`src/rtl/imm_decode_pipe.sv`:
```
// -----------------------------------------------------------------------------
// imm_decode_pipe
//   Pipelined RV32/RV64 immediate extractor sitting between fetch and execute.
//   Decodes I/S/B/U/J immediates, shift amounts and the CSR zimm field. The
//   format is taken from the opcode/funct3 (AUTO_DECODE=1) or from type_i
//   (AUTO_DECODE=0). A 2-entry buffer (OUT + SKID) gives one cycle of latency
//   with fully registered valid/ready on both sides.
//
//   State table
//     state   | meaning
//     S_EMPTY | nothing buffered, out_valid_o=0
//     S_ONE   | OUT slot holds a word, SKID empty
//     S_FULL  | OUT and SKID both hold a word, in_ready_o=0
//
// Ports
//   clk_i        clock, all state updates on the rising edge
//   rst_i        synchronous, active-high reset
//   flush_i      drop all buffered entries (branch redirect)
//   in_valid_i   inst_i/type_i valid
//   in_ready_o   block can accept a word (registered)
//   inst_i       raw 32-bit instruction word
//   type_i       format when AUTO_DECODE=0 (0 NONE,1 I,2 S,3 B,4 U,5 J,
//                6 SHAMT,7 ZIMM)
//   out_valid_o  imm_o/imm_type_o/illegal_o valid
//   out_ready_i  consumer accepts the current output
//   imm_o        extended immediate, XLEN bits
//   imm_type_o   format used, same encoding as type_i
//   illegal_o    no immediate format matched; imm_o is zero
// -----------------------------------------------------------------------------
module imm_decode_pipe #(
    parameter int XLEN        = 32,   // 32 or 64 only
    parameter bit AUTO_DECODE = 1'b1
) (
    input  logic            clk_i,
    input  logic            rst_i,
    input  logic            flush_i,
    input  logic            in_valid_i,
    output logic            in_ready_o,
    input  logic [31:0]     inst_i,
    input  logic [2:0]      type_i,
    output logic            out_valid_o,
    input  logic            out_ready_i,
    output logic [XLEN-1:0] imm_o,
    output logic [2:0]      imm_type_o,
    output logic            illegal_o
);

    localparam logic [2:0] T_NONE  = 3'd0;
    localparam logic [2:0] T_I     = 3'd1;
    localparam logic [2:0] T_S     = 3'd2;
    localparam logic [2:0] T_B     = 3'd3;
    localparam logic [2:0] T_U     = 3'd4;
    localparam logic [2:0] T_J     = 3'd5;
    localparam logic [2:0] T_SHAMT = 3'd6;
    localparam logic [2:0] T_ZIMM  = 3'd7;

    typedef enum logic [1:0] {
        S_EMPTY = 2'd0,
        S_ONE   = 2'd1,
        S_FULL  = 2'd2
    } state_t;

    // ------------------------------------------------------------------
    // Combinational decode of the incoming word
    // ------------------------------------------------------------------
    logic [6:0]      opcode;
    logic [2:0]      funct3;
    logic            sgn;
    logic [5:0]      shamt;
    logic [2:0]      auto_type;
    logic [2:0]      dec_type_d;
    logic [XLEN-1:0] dec_imm_d;
    logic            dec_ill_d;

    assign opcode = inst_i[6:0];
    assign funct3 = inst_i[14:12];
    assign sgn    = inst_i[31];
    // RV64 shifts use a 6-bit shamt; RV32 only 5 bits.
    assign shamt  = (XLEN == 64) ? inst_i[25:20] : {1'b0, inst_i[24:20]};

    always_comb begin
        auto_type = T_NONE;
        case (opcode)
            7'b0010011: auto_type = (funct3[1:0] == 2'b01) ? T_SHAMT : T_I;
            7'b0000011,
            7'b1100111,
            7'b0001111: auto_type = T_I;
            7'b0100011: auto_type = T_S;
            7'b1100011: auto_type = T_B;
            7'b0110111,
            7'b0010111: auto_type = T_U;
            7'b1101111: auto_type = T_J;
            7'b1110011: auto_type = funct3[2] ? T_ZIMM : T_I;
            default:    auto_type = T_NONE;
        endcase
    end

    always_comb begin
        dec_type_d = AUTO_DECODE ? auto_type : type_i;
        dec_imm_d  = '0;
        dec_ill_d  = 1'b0;
        case (dec_type_d)
            T_I:     dec_imm_d = {{(XLEN-12){sgn}}, inst_i[31:20]};
            T_S:     dec_imm_d = {{(XLEN-12){sgn}}, inst_i[31:25], inst_i[11:7]};
            T_B:     dec_imm_d = {{(XLEN-12){sgn}}, inst_i[7], inst_i[30:25],
                                  inst_i[11:8], 1'b0};
            // inst[31] is both the top U bit and the sign for RV64.
            T_U:     dec_imm_d = {{(XLEN-31){sgn}}, inst_i[30:12], 12'h000};
            T_J:     dec_imm_d = {{(XLEN-20){sgn}}, inst_i[19:12], inst_i[20],
                                  inst_i[30:21], 1'b0};
            T_SHAMT: dec_imm_d = {{(XLEN-6){1'b0}}, shamt};
            T_ZIMM:  dec_imm_d = {{(XLEN-5){1'b0}}, inst_i[19:15]};
            default: dec_ill_d = 1'b1;
        endcase
    end

    // ------------------------------------------------------------------
    // Two-slot buffer and handshake FSM
    // ------------------------------------------------------------------
    state_t          state_q;
    logic            in_ready_q;
    logic            out_valid_q;
    logic [XLEN-1:0] out_imm_q;
    logic [2:0]      out_type_q;
    logic            out_ill_q;
    logic [XLEN-1:0] skid_imm_q;
    logic [2:0]      skid_type_q;
    logic            skid_ill_q;

    logic accept;
    logic pop;

    assign accept = in_valid_i & in_ready_q;
    assign pop    = out_valid_q & out_ready_i;

    always_ff @(posedge clk_i) begin
        // Flush shares the reset path so it wins over any same-cycle
        // accept or pop.
        if (rst_i || flush_i) begin
            state_q     <= S_EMPTY;
            in_ready_q  <= 1'b1;
            out_valid_q <= 1'b0;
            out_imm_q   <= '0;
            out_type_q  <= T_NONE;
            out_ill_q   <= 1'b0;
            skid_imm_q  <= '0;
            skid_type_q <= T_NONE;
            skid_ill_q  <= 1'b0;
        end else begin
            case (state_q)
                S_EMPTY: begin
                    if (accept) begin
                        out_imm_q   <= dec_imm_d;
                        out_type_q  <= dec_type_d;
                        out_ill_q   <= dec_ill_d;
                        out_valid_q <= 1'b1;
                        state_q     <= S_ONE;
                    end
                end
                S_ONE: begin
                    if (accept && pop) begin
                        out_imm_q   <= dec_imm_d;
                        out_type_q  <= dec_type_d;
                        out_ill_q   <= dec_ill_d;
                    end else if (accept) begin
                        skid_imm_q  <= dec_imm_d;
                        skid_type_q <= dec_type_d;
                        skid_ill_q  <= dec_ill_d;
                        in_ready_q  <= 1'b0;
                        state_q     <= S_FULL;
                    end else if (pop) begin
                        out_valid_q <= 1'b0;
                        state_q     <= S_EMPTY;
                    end
                end
                S_FULL: begin
                    if (pop) begin
                        out_imm_q   <= skid_imm_q;
                        out_type_q  <= skid_type_q;
                        out_ill_q   <= skid_ill_q;
                        in_ready_q  <= 1'b1;
                        state_q     <= S_ONE;
                    end
                end
                default: begin
                    state_q     <= S_EMPTY;
                    in_ready_q  <= 1'b1;
                    out_valid_q <= 1'b0;
                end
            endcase
        end
    end

    assign in_ready_o  = in_ready_q;
    assign out_valid_o = out_valid_q;
    assign imm_o       = out_imm_q;
    assign imm_type_o  = out_type_q;
    assign illegal_o   = out_ill_q;

endmodule
```
`config.mk`:
```
export PLATFORM = sky130hd
export DESIGN_NAME = imm_decode_pipe
export DESIGN_NICKNAME = d
export VERILOG_FILES = /design/src/rtl/imm_decode_pipe.sv
export SDC_FILE = /design/constraint.sdc
export NUM_CORES = 1
export LEC_CHECK = 0
export CORE_MARGIN = 5
export CORE_UTILIZATION = 60
export CTS_CLUSTER_SIZE = 20
export DETAILED_ROUTE_END_ITERATION = 7
export DONT_BUFFER_PORTS = 1
export GPL_TIMING_DRIVEN = 0
export PLACE_DENSITY = 0.76
export SLEW_MARGIN = 10
export SYNTH_ARGS = -nofsm -noshare
export SYNTH_HDL_FRONTEND = slang
export SYNTH_SLANG_ARGS = --single-unit
```
`constraint.sdc`:
```
create_clock -name clk_i -period 4.5 [get_ports clk_i]
set_input_delay 0.675 -clock clk_i [delete_from_list [all_inputs] [get_ports clk_i]]
set_output_delay 0.675 -clock clk_i [all_outputs]
set_load 0.01 [all_outputs]
```
==> impl_metrics.py <==
metrics = {
    "routing": {
        "met1Wirelength_mm": 4.61,
        "first_iter_violations": 429,
        "wl_met3_mm": 1.11,
        "top_layer": "met4",
        "first_pass_iters": 5,
        "viasPerCell": 6.61,
        "final_antenna_net_count": 0,
        "drc": 0,
        "via_count": 3661,
        "wl_met2_mm": 4.83,
        "finalWirelength_mm": 10.7,
        "wl_per_cell_um": 19.3,
    },
    "hold_path": {
        "hold_path.class": "reg2reg",
        "hold_depth": 2,
        "min_from": "skid_imm_q[5]",
        "hold_path_end": "skid_imm_q[5]",
    },
    "floorplan": {
        "fp.dieArea_sq_um": 7720,
        "chipHeight_um": 87.9,
        "num_rows": 28,
        "coreArea_sq_um": 5920,
        "start_util_pct": 61.5,
        "io_pins": 78,
        "fp.dieW_um": 87.9,
    },
    "timing": {
        "fin_crit_ns": 2.47,
        "fmax_mhz": 405,
        "tightest_slew_ns": 1.08,
        "slew_headroom_pct": 27.8,
        "finalSetupTns_ns": 0,
        "final.period_utilization_pct": 54.9,
        "rsz0062_at_grt": "no",
        "drv_slew": 0,
        "fin_worst_skew_ns": 0.0110,
        "setup_viol": 0,
        "hold_viol_final": 0,
    },
    "place": {
        "gp_congestion": 0.932,
        "dp_hpwl_mm": 7.83,
        "portBuffers": 0,
    },
    "cts": {
        "clk_pin_slew_ns": 0.08,
        "htree_levels": 3,
        "cts_setup_buffers": 0,
        "root_buffer": "clkbuf_8",
        "clk_latency_ns": 0.35,
        "cts_num_sinks": 76,
        "tritoncts": "yes",
        "ctsHoldBuffers": 0,
        "post_cts_resized": 0,
        "cts_buffers": 9,
        "cts_max_path_buffers": 2,
    },
    "power_and_ir_drop": {
        "vdd_drop_max_mv": 0.238,
        "p_leak_uw": 0.00140,
        "power_density_nw_per_um2": 354,
        "p_clk_share_pct": 41.1,
        "p_sw_uw": 358,
        "swShare_pct": 25.6,
        "seqPwrFrac_pct": 50.0,
        "internal_power_uw": 1040,
        "combPwrFrac_pct": 8.9,
    },
    "logic_synthesis": {
        "synth_nets": 503,
        "synthTopCellsByArea": "dfxtp_1 (42%), o21ai_0 (9.9%), a21oi_1 (6.7%), nand2_1 (6.6%), a31oi_1 (4.1%)",
        "ys_ff_latch": 76,
        "synth_top_cell_area_share_pct": 41.8,
        "seq_area_frac_synth_pct": 41.8,
        "syn_area_per_cell_sq_um": 7.86,
        "synth_area_sq_um": 3640,
        "synth-edff-count": 0,
        "ys.flop_type": "dfxtp_1",
        "async_reset_ff_share_pct": 0,
        "synth.distinct_cells": 57,
        "netlist_instances": 463,
        "yosysTopAreaCell": "dfxtp_1",
        "yosysWarnings": 0,
    },
    "global_route": {
        "grt-ovfl-total": 0,
        "antenna_found_initial": 0,
        "grt_pass1_vias": 3384,
        "grt_pass1_wl_mm": 17.3,
        "grt_max_degree": 14,
        "track_usage_pct": 28.6,
    },
    "worst_setup_path": {
        "critPathKind": "in2reg",
        "startpoint_type": "input pin",
        "r2r_slack_ns": 2.15,
        "worstSetupEndpointType": "register",
        "reg2regPathDepth": 6,
        "cp.required_ns": 4.78,
        "r2r_start": "state_q[1]",
        "worstReg2RegEnd": "imm_o[22]",
        "crit_path_max_fanout": 10,
        "arrival_ns": 2.75,
    },
    "layout": {
        "drive_gt1_share_pct": 6.26,
        "fin_util_pct": 66.7,
        "antennaDiodeCount": 0,
        "fillers": 541,
        "final_net_count": 514,
        "syn_to_final_growth_pct": 8.49,
    },
    "status": {
        "status": "finished, final reports clean",
    },
    "run": {
        "drv_cap": 0,
    },
}
[critical path: stages]
cell      delay (ns)
clkbuf_1        0.16
nor4bb_1        0.45
and3_1          0.22
clkbuf_1        0.30
a21o_1          0.12
buf_2           0.23
buf_2           0.26
nand4_1         0.15
a21oi_1         0.18
[layout by cell type (no fill, tap or decap), types with 2 or more instances in the layout]
| master | count |
|---|---|
| a211o_1 | 4 |
| a211oi_1 | 3 |
| a21oi_1 | 49 |
| a221oi_1 | 8 |
| a22o_1 | 4 |
| a22oi_1 | 3 |
| a311oi_1 | 3 |
| a31oi_1 | 24 |
| a32oi_1 | 2 |
| and3_1 | 5 |
| buf_1 | 3 |
| buf_2 | 6 |
| bufinv_16 | 2 |
| clkbuf_1 | 35 |
| clkbuf_8 | 9 |
| clkinv_2 | 2 |
| dfxtp_1 | 76 |
| inv_1 | 4 |
| nand2_1 | 64 |
| nand2b_1 | 2 |
| nand3_1 | 17 |
| nand3b_1 | 3 |
| nand4_1 | 17 |
| nor2_1 | 12 |
| nor3_1 | 3 |
| nor3b_1 | 2 |
| o2111ai_1 | 3 |
| o211a_1 | 2 |
| o21a_1 | 6 |
| o21ai_0 | 72 |
| or2_2 | 2 |
| or3_1 | 2 |
[cell usage after synthesis, types with 4 or more instances]
cell type  number
buf_2           6
a31oi_1        24
a221oi_1        8
a21oi_1        49
o21a_1          6
a22o_1          4
dfxtp_1        76
and3_1          5
nor2_1         12
nand4_1        17
a211o_1         4
o21ai_0        72
nand3_1        17
inv_1           4
nand2_1        64
clkbuf_1       34
[routing by layer]
metal  vias up  track usage, %
li1       1743               -
met1      1718            40.3
met2       186            42.8
met3        14            7.15
met4         0            9.07
met5         -               0
[cell type report]
cell class | instances | area (sq um) | area share, %
Inverter | 4 | 15.0 | 0.380
Clock buffer | 10 | 128 | 3.23
Sequential cell | 76 | 1520 | 38.5
Multi-Input combinational cell | 338 | 1920 | 48.5
Tap cell | 75 | 93.8 | 2.38
Buffer | 45 | 188 | 4.75
Clock inverter | 6 | 87.6 | 2.22
[power by group through the flow]
stage	Sequential (uW)	Clock (uW)	Combinational, uW
after floorplan	712	0	92.7
after global placement	714	0	119
after detailed placement	714	0	122
after CTS	699	574	123
after global routing	700	608	140
final	698	575	125
[worst max-delay path by stage]
stage / end / slack (ns) / cells past startpoint / start
floorplan: imm_o[0] / 2.00 / 6 / inst_i[6]
global placement: skid_imm_q[10] / 1.79 / 9 / inst_i[2]
detailed placement: skid_imm_q[9] / 1.75 / 9 / inst_i[2]
CTS: skid_imm_q[9] / 2.08 / 9 / inst_i[2]
global route: skid_imm_q[9] / 1.85 / 9 / inst_i[2]
finish: skid_imm_q[9] / 2.03 / 9 / inst_i[2]
[registers in the layout (all words and copies together) (netlist names)]
name and flops:
imm_type_o 3, skid_imm_q 32, skid_type_q 3, state_q 2, in_ready_o 1, imm_o 32, out_valid_o 1, skid_ill_q 1
illegal_o 1
[cell families (layout without fill, tap and decap cells)]
family / after synthesis / count (layout) / share of synthesized area, %
AOI/OAI and AO/OA: 197 / 197 / 33.0
muxes: 1 / 1 / 0.275
and+or+nand+nor: 140 / 140 / 19.3
DFF: 76 / 76 / 41.8
buffers and inverters: 49 / 65 / 5.57
[per-stage QoR]
stage / power (uW) / hold slack (ns) / instances / cell area, sq um / worst slack (ns)
floorplan: 804 / 0.432 / 463 / 3640 / 2.00
global placement: 833 / 0.440 / 538 / 3730 / 1.79
detailed placement: 836 / 0.447 / 538 / 3730 / 1.75
CTS: 1400 / 0.459 / 554 / 3950 / 2.08
global route: 1450 / 0.476 / 554 / 3950 / 1.85
finish: 1400 / 0.460 / 554 / 3950 / 2.03
Power figures use the tool's default switching activity.
